--- config.mk ---
export PLATFORM = sky130hd
export DESIGN_NAME = spi_target
export DESIGN_NICKNAME = d
export VERILOG_FILES = /design/src/rtl/spi_pkg.sv /design/src/rtl/spi_sync.sv /design/src/rtl/spi_target.sv
export SDC_FILE = /design/constraint.sdc
export NUM_CORES = 1
export LEC_CHECK = 0
export ABC_AREA = 1
export BUFFER_PORTS_ARGS = -buffer_cell sky130_fd_sc_hd__buf_2
export CORE_ASPECT_RATIO = 0.9
export CORE_MARGIN = 8
export CORE_UTILIZATION = 35
export DETAILED_ROUTE_END_ITERATION = 12
export PLACE_DENSITY = 0.64
export SYNTH_ARGS = -nofsm -noshare
export SYNTH_HDL_FRONTEND = slang
export SYNTH_SLANG_ARGS = --single-unit
--- constraint.sdc ---
create_clock -name clk -period 3.3 [get_ports clk]
set_input_delay 0 -clock clk [delete_from_list [all_inputs] [get_ports clk]]
set_output_delay 0 -clock clk [all_outputs]
set_load 0.1 [all_outputs]
--- src/rtl/spi_pkg.sv ---
// Shared types and defaults for the SPI target (mode 0) block.
package spi_pkg;

  typedef enum logic [0:0] {
    ST_IDLE  = 1'b0,
    ST_SHIFT = 1'b1
  } state_t;

  typedef logic [7:0] byte_t;

  localparam byte_t IDLE_BYTE_DEFAULT = 8'hFF;

endpackage

--- src/rtl/spi_sync.sv ---
// Parameterised-depth single-bit synchroniser with a selectable reset value.
module spi_sync #(
  parameter int   DEPTH     = 2,
  parameter logic RESET_VAL = 1'b0
) (
  input  logic clk,
  input  logic rst_n,
  input  logic d,
  output logic q
);

  logic [DEPTH-1:0] stages;

  always_ff @(posedge clk or negedge rst_n) begin
    if (!rst_n) begin
      stages <= {DEPTH{RESET_VAL}};
    end else begin
      stages <= (stages << 1) | DEPTH'(d);
    end
  end

  assign q = stages[DEPTH-1];

endmodule

--- src/rtl/spi_target.sv ---
// SPI mode-0 target: synchronised pins, byte shifter, one-entry tx holding register.
//   state    | meaning
//   ST_IDLE  | cs inactive, miso pad released, waiting for a cs falling edge
//   ST_SHIFT | cs active, shifting on sclk edges, bit counter tracks byte position
module spi_target
  import spi_pkg::*;
#(
  parameter int    SYNC_STAGES = 2,
  parameter byte_t IDLE_BYTE   = IDLE_BYTE_DEFAULT
) (
  input  logic       clk,
  input  logic       rst_n,
  input  logic       spi_cs,
  input  logic       spi_sclk,
  input  logic       spi_mosi,
  output logic       spi_miso,
  output logic       spi_miso_oe,
  input  logic [7:0] tx_data,
  input  logic       tx_valid,
  output logic       tx_ready,
  output logic [7:0] rx_data,
  output logic       rx_valid,
  output logic       tx_underrun
);

  localparam int FW = $clog2(SYNC_STAGES + 1);

  logic          cs_s, sclk_s, mosi_s;
  logic          cs_d, sclk_d;
  logic          cs_fall, cs_rise, sclk_rise, sclk_fall;
  logic [FW-1:0] flush_cnt;
  logic          cs_armed;
  state_t        state;
  logic [2:0]    bit_cnt;
  byte_t         rx_shift, tx_shift, hold_data, next_byte;
  logic          hold_full, miso_q, load_tx;

  spi_sync #(.DEPTH(SYNC_STAGES), .RESET_VAL(1'b1)) u_sync_cs (
    .clk(clk), .rst_n(rst_n), .d(spi_cs), .q(cs_s)
  );
  spi_sync #(.DEPTH(SYNC_STAGES), .RESET_VAL(1'b0)) u_sync_sclk (
    .clk(clk), .rst_n(rst_n), .d(spi_sclk), .q(sclk_s)
  );
  spi_sync #(.DEPTH(SYNC_STAGES), .RESET_VAL(1'b0)) u_sync_mosi (
    .clk(clk), .rst_n(rst_n), .d(spi_mosi), .q(mosi_s)
  );

  // A cs that is already low when reset releases must not look like a fresh select.
  assign cs_fall   = cs_armed & cs_d & ~cs_s;
  assign cs_rise   = ~cs_d & cs_s;
  assign sclk_rise = ~sclk_d & sclk_s;
  assign sclk_fall = sclk_d & ~sclk_s;

  assign next_byte = hold_full ? hold_data : IDLE_BYTE;
  assign load_tx   = ((state == ST_IDLE) && cs_fall) ||
                     ((state == ST_SHIFT) && !cs_rise && sclk_rise && (bit_cnt == 3'd7));

  always_ff @(posedge clk or negedge rst_n) begin
    if (!rst_n) begin
      cs_d        <= 1'b1;
      sclk_d      <= 1'b0;
      flush_cnt   <= FW'(SYNC_STAGES);
      cs_armed    <= 1'b0;
      hold_data   <= '0;
      hold_full   <= 1'b0;
      tx_underrun <= 1'b0;
    end else begin
      cs_d        <= cs_s;
      sclk_d      <= sclk_s;
      tx_underrun <= load_tx && !hold_full;
      if (flush_cnt != '0) begin
        flush_cnt <= flush_cnt - FW'(1);
      end else if (cs_s) begin
        cs_armed <= 1'b1;
      end
      if (load_tx && hold_full) begin
        hold_full <= 1'b0;
      end else if (tx_valid && !hold_full) begin
        hold_data <= tx_data;
        hold_full <= 1'b1;
      end
    end
  end

  always_ff @(posedge clk or negedge rst_n) begin
    if (!rst_n) begin
      state    <= ST_IDLE;
      bit_cnt  <= '0;
      rx_shift <= '0;
      tx_shift <= '0;
      miso_q   <= 1'b1;
      rx_data  <= '0;
      rx_valid <= 1'b0;
    end else begin
      rx_valid <= 1'b0;
      case (state)
        ST_IDLE: begin
          if (cs_fall) begin
            state    <= ST_SHIFT;
            bit_cnt  <= '0;
            miso_q   <= next_byte[7];
            tx_shift <= {next_byte[6:0], 1'b0};
          end
        end
        ST_SHIFT: begin
          if (cs_rise) begin
            state    <= ST_IDLE;
            bit_cnt  <= '0;
            rx_shift <= '0;
            tx_shift <= '0;
            miso_q   <= 1'b1;
          end else if (sclk_rise) begin
            rx_shift <= {rx_shift[6:0], mosi_s};
            bit_cnt  <= bit_cnt + 3'd1;
            // Next byte waits whole in tx_shift; its MSB goes out on the coming falling edge.
            if (bit_cnt == 3'd7) begin
              rx_data  <= {rx_shift[6:0], mosi_s};
              rx_valid <= 1'b1;
              tx_shift <= next_byte;
            end
          end else if (sclk_fall) begin
            miso_q   <= tx_shift[7];
            tx_shift <= {tx_shift[6:0], 1'b0};
          end
        end
        default: state <= ST_IDLE;
      endcase
    end
  end

  assign tx_ready    = ~hold_full;
  assign spi_miso_oe = (state == ST_SHIFT);
  assign spi_miso    = (state == ST_SHIFT) ? miso_q : 1'b1;

endmodule

# After elaboration in Yosys (flattened, before gate mapping)
# Cells that the tools add are included.
[totals] out_inout_bits=13 ff_bits=50 inputBits=14 word_cells=91
[op_classes] n_eq_ne=7 n_addsub=2 mux=28 n_reduce_logical=20 bitwise=17
[ops] op="$mux 8" n=6
[ops] op="$pmux 8 s2" n=1
[ops] op="$mux 7" n=2
[ops] op="$mux 1" n=13
[ops] op="$mux 3" n=3
[ops] op="$ne 3x3->1 const B" n=3
[ops] op="$not 1->1" n=9
[ops] op="$reduce_and 2->1" n=4
[ops] op="$logic_and 1x1->1" n=7
[ops] op="$or 2x1->2" n=3
[ops] op="$pmux 3 s2" n=1
[ops] op="$reduce_and 3->1" n=2
[ops] op="$reduce_bool 2->1" n=3
[ops] op="$and 1x1->1" n=5
[ops] op="$ne 4x3->1 const B" n=1
[ops] op="$ne 4x4->1 const B" n=1
[ops] op="$pmux 1 s2" n=2
[ops] op="$reduce_and 4->1" n=1
[ops] op="$add 3x1->3 const B" n=1
[ops] op="$eq 3x3->1 const B" n=1
[ops] op="$logic_not 1->1" n=2
[ops] op="$ne 2x2->1 const B" n=1
[ops] op="$sub 2x1->2 const B" n=1
[ops] op="$logic_or 1x1->1" n=1

# Depth between registers and ports, before layout
[depth] word_depth=10 mapped_depth=9

# By module
# Synthesis repeated with hierarchy kept, for this count alone.
[hier_totals] cells_unflattened=220 area_unflattened_um2=2154.6
[modules_own_cells] mod="spi_target" cells_per_inst=214 area_each_um2=2001.9 n_inst=1 seq_area_each_um2=1104.8
[modules_own_cells] mod="spi_sync at u_sync_mosi ..." cells_per_inst=2 area_each_um2=50.0 n_inst=2 seq_area_each_um2=50.0
[modules_own_cells] mod="spi_sync at u_sync_cs" cells_per_inst=2 area_each_um2=52.6 n_inst=1 seq_area_each_um2=52.6

# Least setup slack after synthesis
# No wires, ideal clock.
[synth_timing] path_type="reg2out" start="register state (netlist: spi_miso_oe)" end="output port spi_miso" arrival_time_ns=1.856 path_buffers=1 setup_slack_ns=1.444 stages_incl_launch_ff=4 cell_sequence="dfrtp_1 inv_1 clkbuf_1 or2_2"
[synth_between] elab_chain_cells=1
[synth_lines] element="start, declared" line="spi_target.sv:33" rtl="state_t state;"
[synth_lines] element="start signal, assigned" line="spi_target.sv:87" rtl="state <= ST_IDLE;"
[synth_lines] element="start signal, assigned" line="spi_target.sv:99" rtl="state <= ST_SHIFT;"
[synth_lines] element="start signal, assigned" line="spi_target.sv:107" rtl="state <= ST_IDLE;"
[synth_lines] element="$mux 1" line="spi_target.sv:133" rtl="assign spi_miso = (state == ST_SHIFT) ? miso_q : 1'b1;"
[synth_lines] element="end, declared" line="spi_target.sv:16" rtl="output logic spi_miso,"
# No other way between the ends.

# Worst setup path after layout
[layout_timing] start="register sclk_d" end="register rx_data[4]"
[layout_between] elab_chain_cells=3
[layout_lines] element="start, declared" line="spi_target.sv:29" rtl="logic cs_d, sclk_d;"
[layout_lines] element="start signal, assigned" line="spi_target.sv:69" rtl="sclk_d <= sclk_s;"
[layout_lines] element="$not 1->1" line="spi_target.sv:51" rtl="assign sclk_rise = ~sclk_d & sclk_s;"
[layout_lines] element="$and 1x1->1" line="spi_target.sv:51"
[layout_lines] element="$reduce_and 4->1 (no line)"
[layout_lines] element="end signal, assigned" line="spi_target.sv:117" rtl="rx_data <= {rx_shift[6:0], mosi_s};"
[layout_lines] element="end, declared" line="spi_target.sv:21" rtl="output logic [7:0] rx_data,"
# No other way between the ends.
# A chain may end at the register's enable or synchronous reset.

==> load_flow_metrics.sql <==
INSERT INTO impl_metrics (metric_group, metric, value, unit) VALUES
('status', 'result_of_the_run', 'complete, no violations', ''),
('power_and_ir_drop', 'share_comb_of_total_power', '25.2', '%'),
('synthesis', 'yosys.area_share.xor_xnor', '0.4103', '%'),
('synthesis', 'main_combinational_cell_family_by_area_after_synthesis', 'simple AND/OR/NAND/NOR gates', ''),
('cts', 'ctsHtreeMaxLevel', '2', ''),
('synthesis', 'syn-cell-area', '2135', 'µm²'),
('timing', 'setup_total_negative_slack', '0', 'ps'),
('worst_setup_path', 'arrival', '2450', 'ps'),
('die', 'ios', '27', ''),
('die', 'die_height', '90.09', 'µm'),
('cts', 'clock_tree.buffer_depth', '2', ''),
('global_routing', 'groute.usage.overall', '9.435', '%'),
('power_and_ir_drop', 'maximum_vdd_ir_drop', '0.0003554', 'V'),
('timing', 'rsz0062_at_grt', 'false', ''),
('route', 'total_vias_in_the_final_route', '1522', ''),
('job', 'cap_violations', '0', ''),
('worst_setup_path', 'crit_path_max_fanout', '20', ''),
('global_routing', 'antenna_found_initial', '0', ''),
('layout', 'post_route_cells_drive_above_1_share', '22.39', '%'),
('power_and_ir_drop', 'clock_power_share', '26.0', '%'),
('timing', 'slew_at_the_pin_closest_to_its_max_slew_limit', '1074', 'ps'),
('cts', 'cts_repair_resize_count', '0', ''),
('global_routing', 'via_count_of_the_first_global_routing_pass', '1525', ''),
('timing', 'finalHoldViolCount', '0', ''),
('route', 'detail-route-antenna-nets', '0', ''),
('worst_setup_path', 'worst_setup_path_start_kind', 'flip-flop', ''),
('cts', 'clock_latency', '300', 'ps'),
('layout', 'final_cell_count_no_fill', '331', ''),
('hold_path', 'hold-path-cell-count', '3', ''),
('placement', 'place.detailed.instances', '311', ''),
('synthesis', 'ys_top_cells_by_area', 'sky130_fd_sc_hd__dfrtp_1, sky130_fd_sc_hd__nand2_1, sky130_fd_sc_hd__dfstp_2', ''),
('worst_setup_path', 'cell_count_of_the_worst_reg_to_reg_path', '4', ''),
('hold_path', 'hold_path_startpoint', 'tx_valid', ''),
('worst_setup_path', 'critical_path_required', '3500', 'ps'),
('timing', 'finalCriticalPeriod', '2246', 'ps'),
('layout', 'layout_commonest_cell', 'sky130_fd_sc_hd__nand2_1', ''),
('cts', 'tritoncts.num_buffers', '5', ''),
('synthesis', 'yosys_register_bits', '50', ''),
('power_and_ir_drop', 'p_sw_share', '32.83', '%'),
('power_and_ir_drop', 'power_per_cell_area', '650.4', 'nW/µm²'),
('synthesis', 'synth_cells', '220', ''),
('worst_setup_path', 'timing_worst_setup_path_type', 'reg2reg', ''),
('synthesis', 'synth.mux.area_fraction', '3.165', '%'),
('global_routing', 'grt_start_max_net_pins', '51', ''),
('cts', 'cts_tree', 'done', ''),
('route', 'wl_per_cell', '12.07', 'µm'),
('route', 'totalWireLength', '3994', 'µm'),
('power_and_ir_drop', 'internal-power', '1113', 'µW'),
('route', 'dr_iter_0_viols', '66', ''),
('global_routing', 'grt_first_pass_wirelength', '6941', 'µm'),
('timing', 'fin_skew', '8.595', 'ps'),
('layout', 'num-nets-final', '277', ''),
('power_and_ir_drop', 'seqPwrFrac', '48.8', '%'),
('timing', 'slew_violations', '0', ''),
('synthesis', 'synth_area_leader_cell', 'sky130_fd_sc_hd__dfrtp_1', ''),
('placement', 'place_congestion', '0.7727', ''),
('synthesis', 'yosysSeqAreaShare', '58.91', '%'),
('worst_setup_path', 'startpoint', 'sclk_d$_DFF_PN0_', ''),
('power_and_ir_drop', 'leakage_power', '0.001284', 'µW'),
('route', 'remaining_drc_errors', '0', ''),
('placement', 'place_area', '2316', 'µm²'),
('die', 'floorplan.initialDensity', '35.50', '%'),
('layout', 'antenna_cells_inserted', '0', ''),
('die', 'die_w', '98.32', 'µm'),
('timing', 'slew_headroom', '28.39', '%'),
('timing', 'fmax', '445.3', 'MHz'),
('route', 'routed_via_density', '4.598', ''),
('synthesis', 'synthesized_area_fraction_occupied_by_adder_cells', '2.931', '%'),
('synthesis', 'yosysWarnings', '0', ''),
('cts', 'path_clk_slew', '90', 'ps'),
('hold_path', 'hold_end', 'hold_full$_DFFE_PN0P_', '');
## cell type report
cell class              count  area [µm²]  area share [%]
clock buffers               5       68.82           2.700
flip-flops and latches     50        1257           49.34
well taps                  72       90.09           3.535
multi-input cells         140       748.2           29.36
clock inverters             3       43.79           1.718
repair buffers             39       257.7           10.11
inverters                  22       82.58           3.240
## stage by stage
step / util (%) / power (µW)
floorplan: - / 1130
finish: 42.38 / 1658
global route: 42.38 / 1764
global placement: 38.51 / 1224
CTS: 42.38 / 1682
detailed placement: 38.51 / 1232
## metal layers
metal	global-route usage [%]	wire length, µm	up-vias
met5	0	0	-
met3	2.851	164	5
met2	14.10	1744	34
met1	12.67	2043	695
met4	3.065	42	0
li1	-	-	788
## worst max-delay path: stages, from the launching register on
cell and delay (ps):
sky130_fd_sc_hd__dfrtp_1 390, sky130_fd_sc_hd__inv_1 60, sky130_fd_sc_hd__ha_1 570, sky130_fd_sc_hd__nand4_1 730, sky130_fd_sc_hd__o21ai_0 390
## sequential cells by signal (all words and copies together) (netlist names)
register and flops:
hold_data 8, rx_data 8, tx_shift 8, rx_shift 7, bit_cnt 3, flush_cnt 2, u_sync_cs.stages 2, u_sync_mosi.stages 2
u_sync_sclk.stages 2, cs_armed 1, cs_d 1, hold_full 1, miso_q 1, rx_valid 1, sclk_d 1, spi_miso_oe 1
tx_underrun 1
## cells in the mapped netlist
cell type                  number
sky130_fd_sc_hd__nand2_1       55
sky130_fd_sc_hd__dfrtp_1       45
sky130_fd_sc_hd__inv_1         21
sky130_fd_sc_hd__o21ai_0       19
sky130_fd_sc_hd__nand3_1       14
sky130_fd_sc_hd__or2_2          9
sky130_fd_sc_hd__o22ai_1        7
sky130_fd_sc_hd__mux2_2         6
sky130_fd_sc_hd__nor2_1         6
sky130_fd_sc_hd__a21oi_1        5
sky130_fd_sc_hd__dfstp_2        5
sky130_fd_sc_hd__ha_1           5
sky130_fd_sc_hd__nand3b_1       5
sky130_fd_sc_hd__buf_2          4
sky130_fd_sc_hd__o21ai_1        3
sky130_fd_sc_hd__clkbuf_1       2
sky130_fd_sc_hd__nand4_1        2
sky130_fd_sc_hd__a21o_1         1
sky130_fd_sc_hd__buf_4          1
sky130_fd_sc_hd__buf_6          1
sky130_fd_sc_hd__inv_2          1
sky130_fd_sc_hd__nand2_4        1
sky130_fd_sc_hd__nor2_2         1
sky130_fd_sc_hd__xnor2_1        1
## power by group through the flow
stage	Sequential (µW)	Clock (µW)	Combinational [µW]
floorplan	798	0	332
global placement	817	0	406
detailed placement	819	0	413
CTS	808	449	425
global route	824	470	470
finish	809	430	418
## repair_timing
action	CTS	global route
setup endpoints to repair	0	0
setup buffers	0	0
hold buffers	12	0
endpoints found under the hold margin	56	0
## cells by family (layout without fill, tap and decap cells)
kind of cell,Yosys count,count (layout)
muxes,6,6
and+or+nand+nor,93,93
DFF,50,50
adders and majority gates,5,5
AOI/OAI and AO/OA,35,35
xor gates and xnor gates,1,1
buffers and inverters,30,69
## worst max path at each step
stage / slack, ps / to / cells after the start
after global placement: 1150 / rx_data[7]$_DFFE_PN0P_ / 4
after floorplan: 1440 / spi_miso / 3
after global routing: 670 / rx_data[4]$_DFFE_PN0P_ / 4
final: 1050 / rx_data[4]$_DFFE_PN0P_ / 4
after detailed placement: 1060 / rx_data[6]$_DFFE_PN0P_ / 4
after CTS: 1010 / rx_data[6]$_DFFE_PN0P_ / 4
Note: power is estimated with default switching activity, not from simulation.
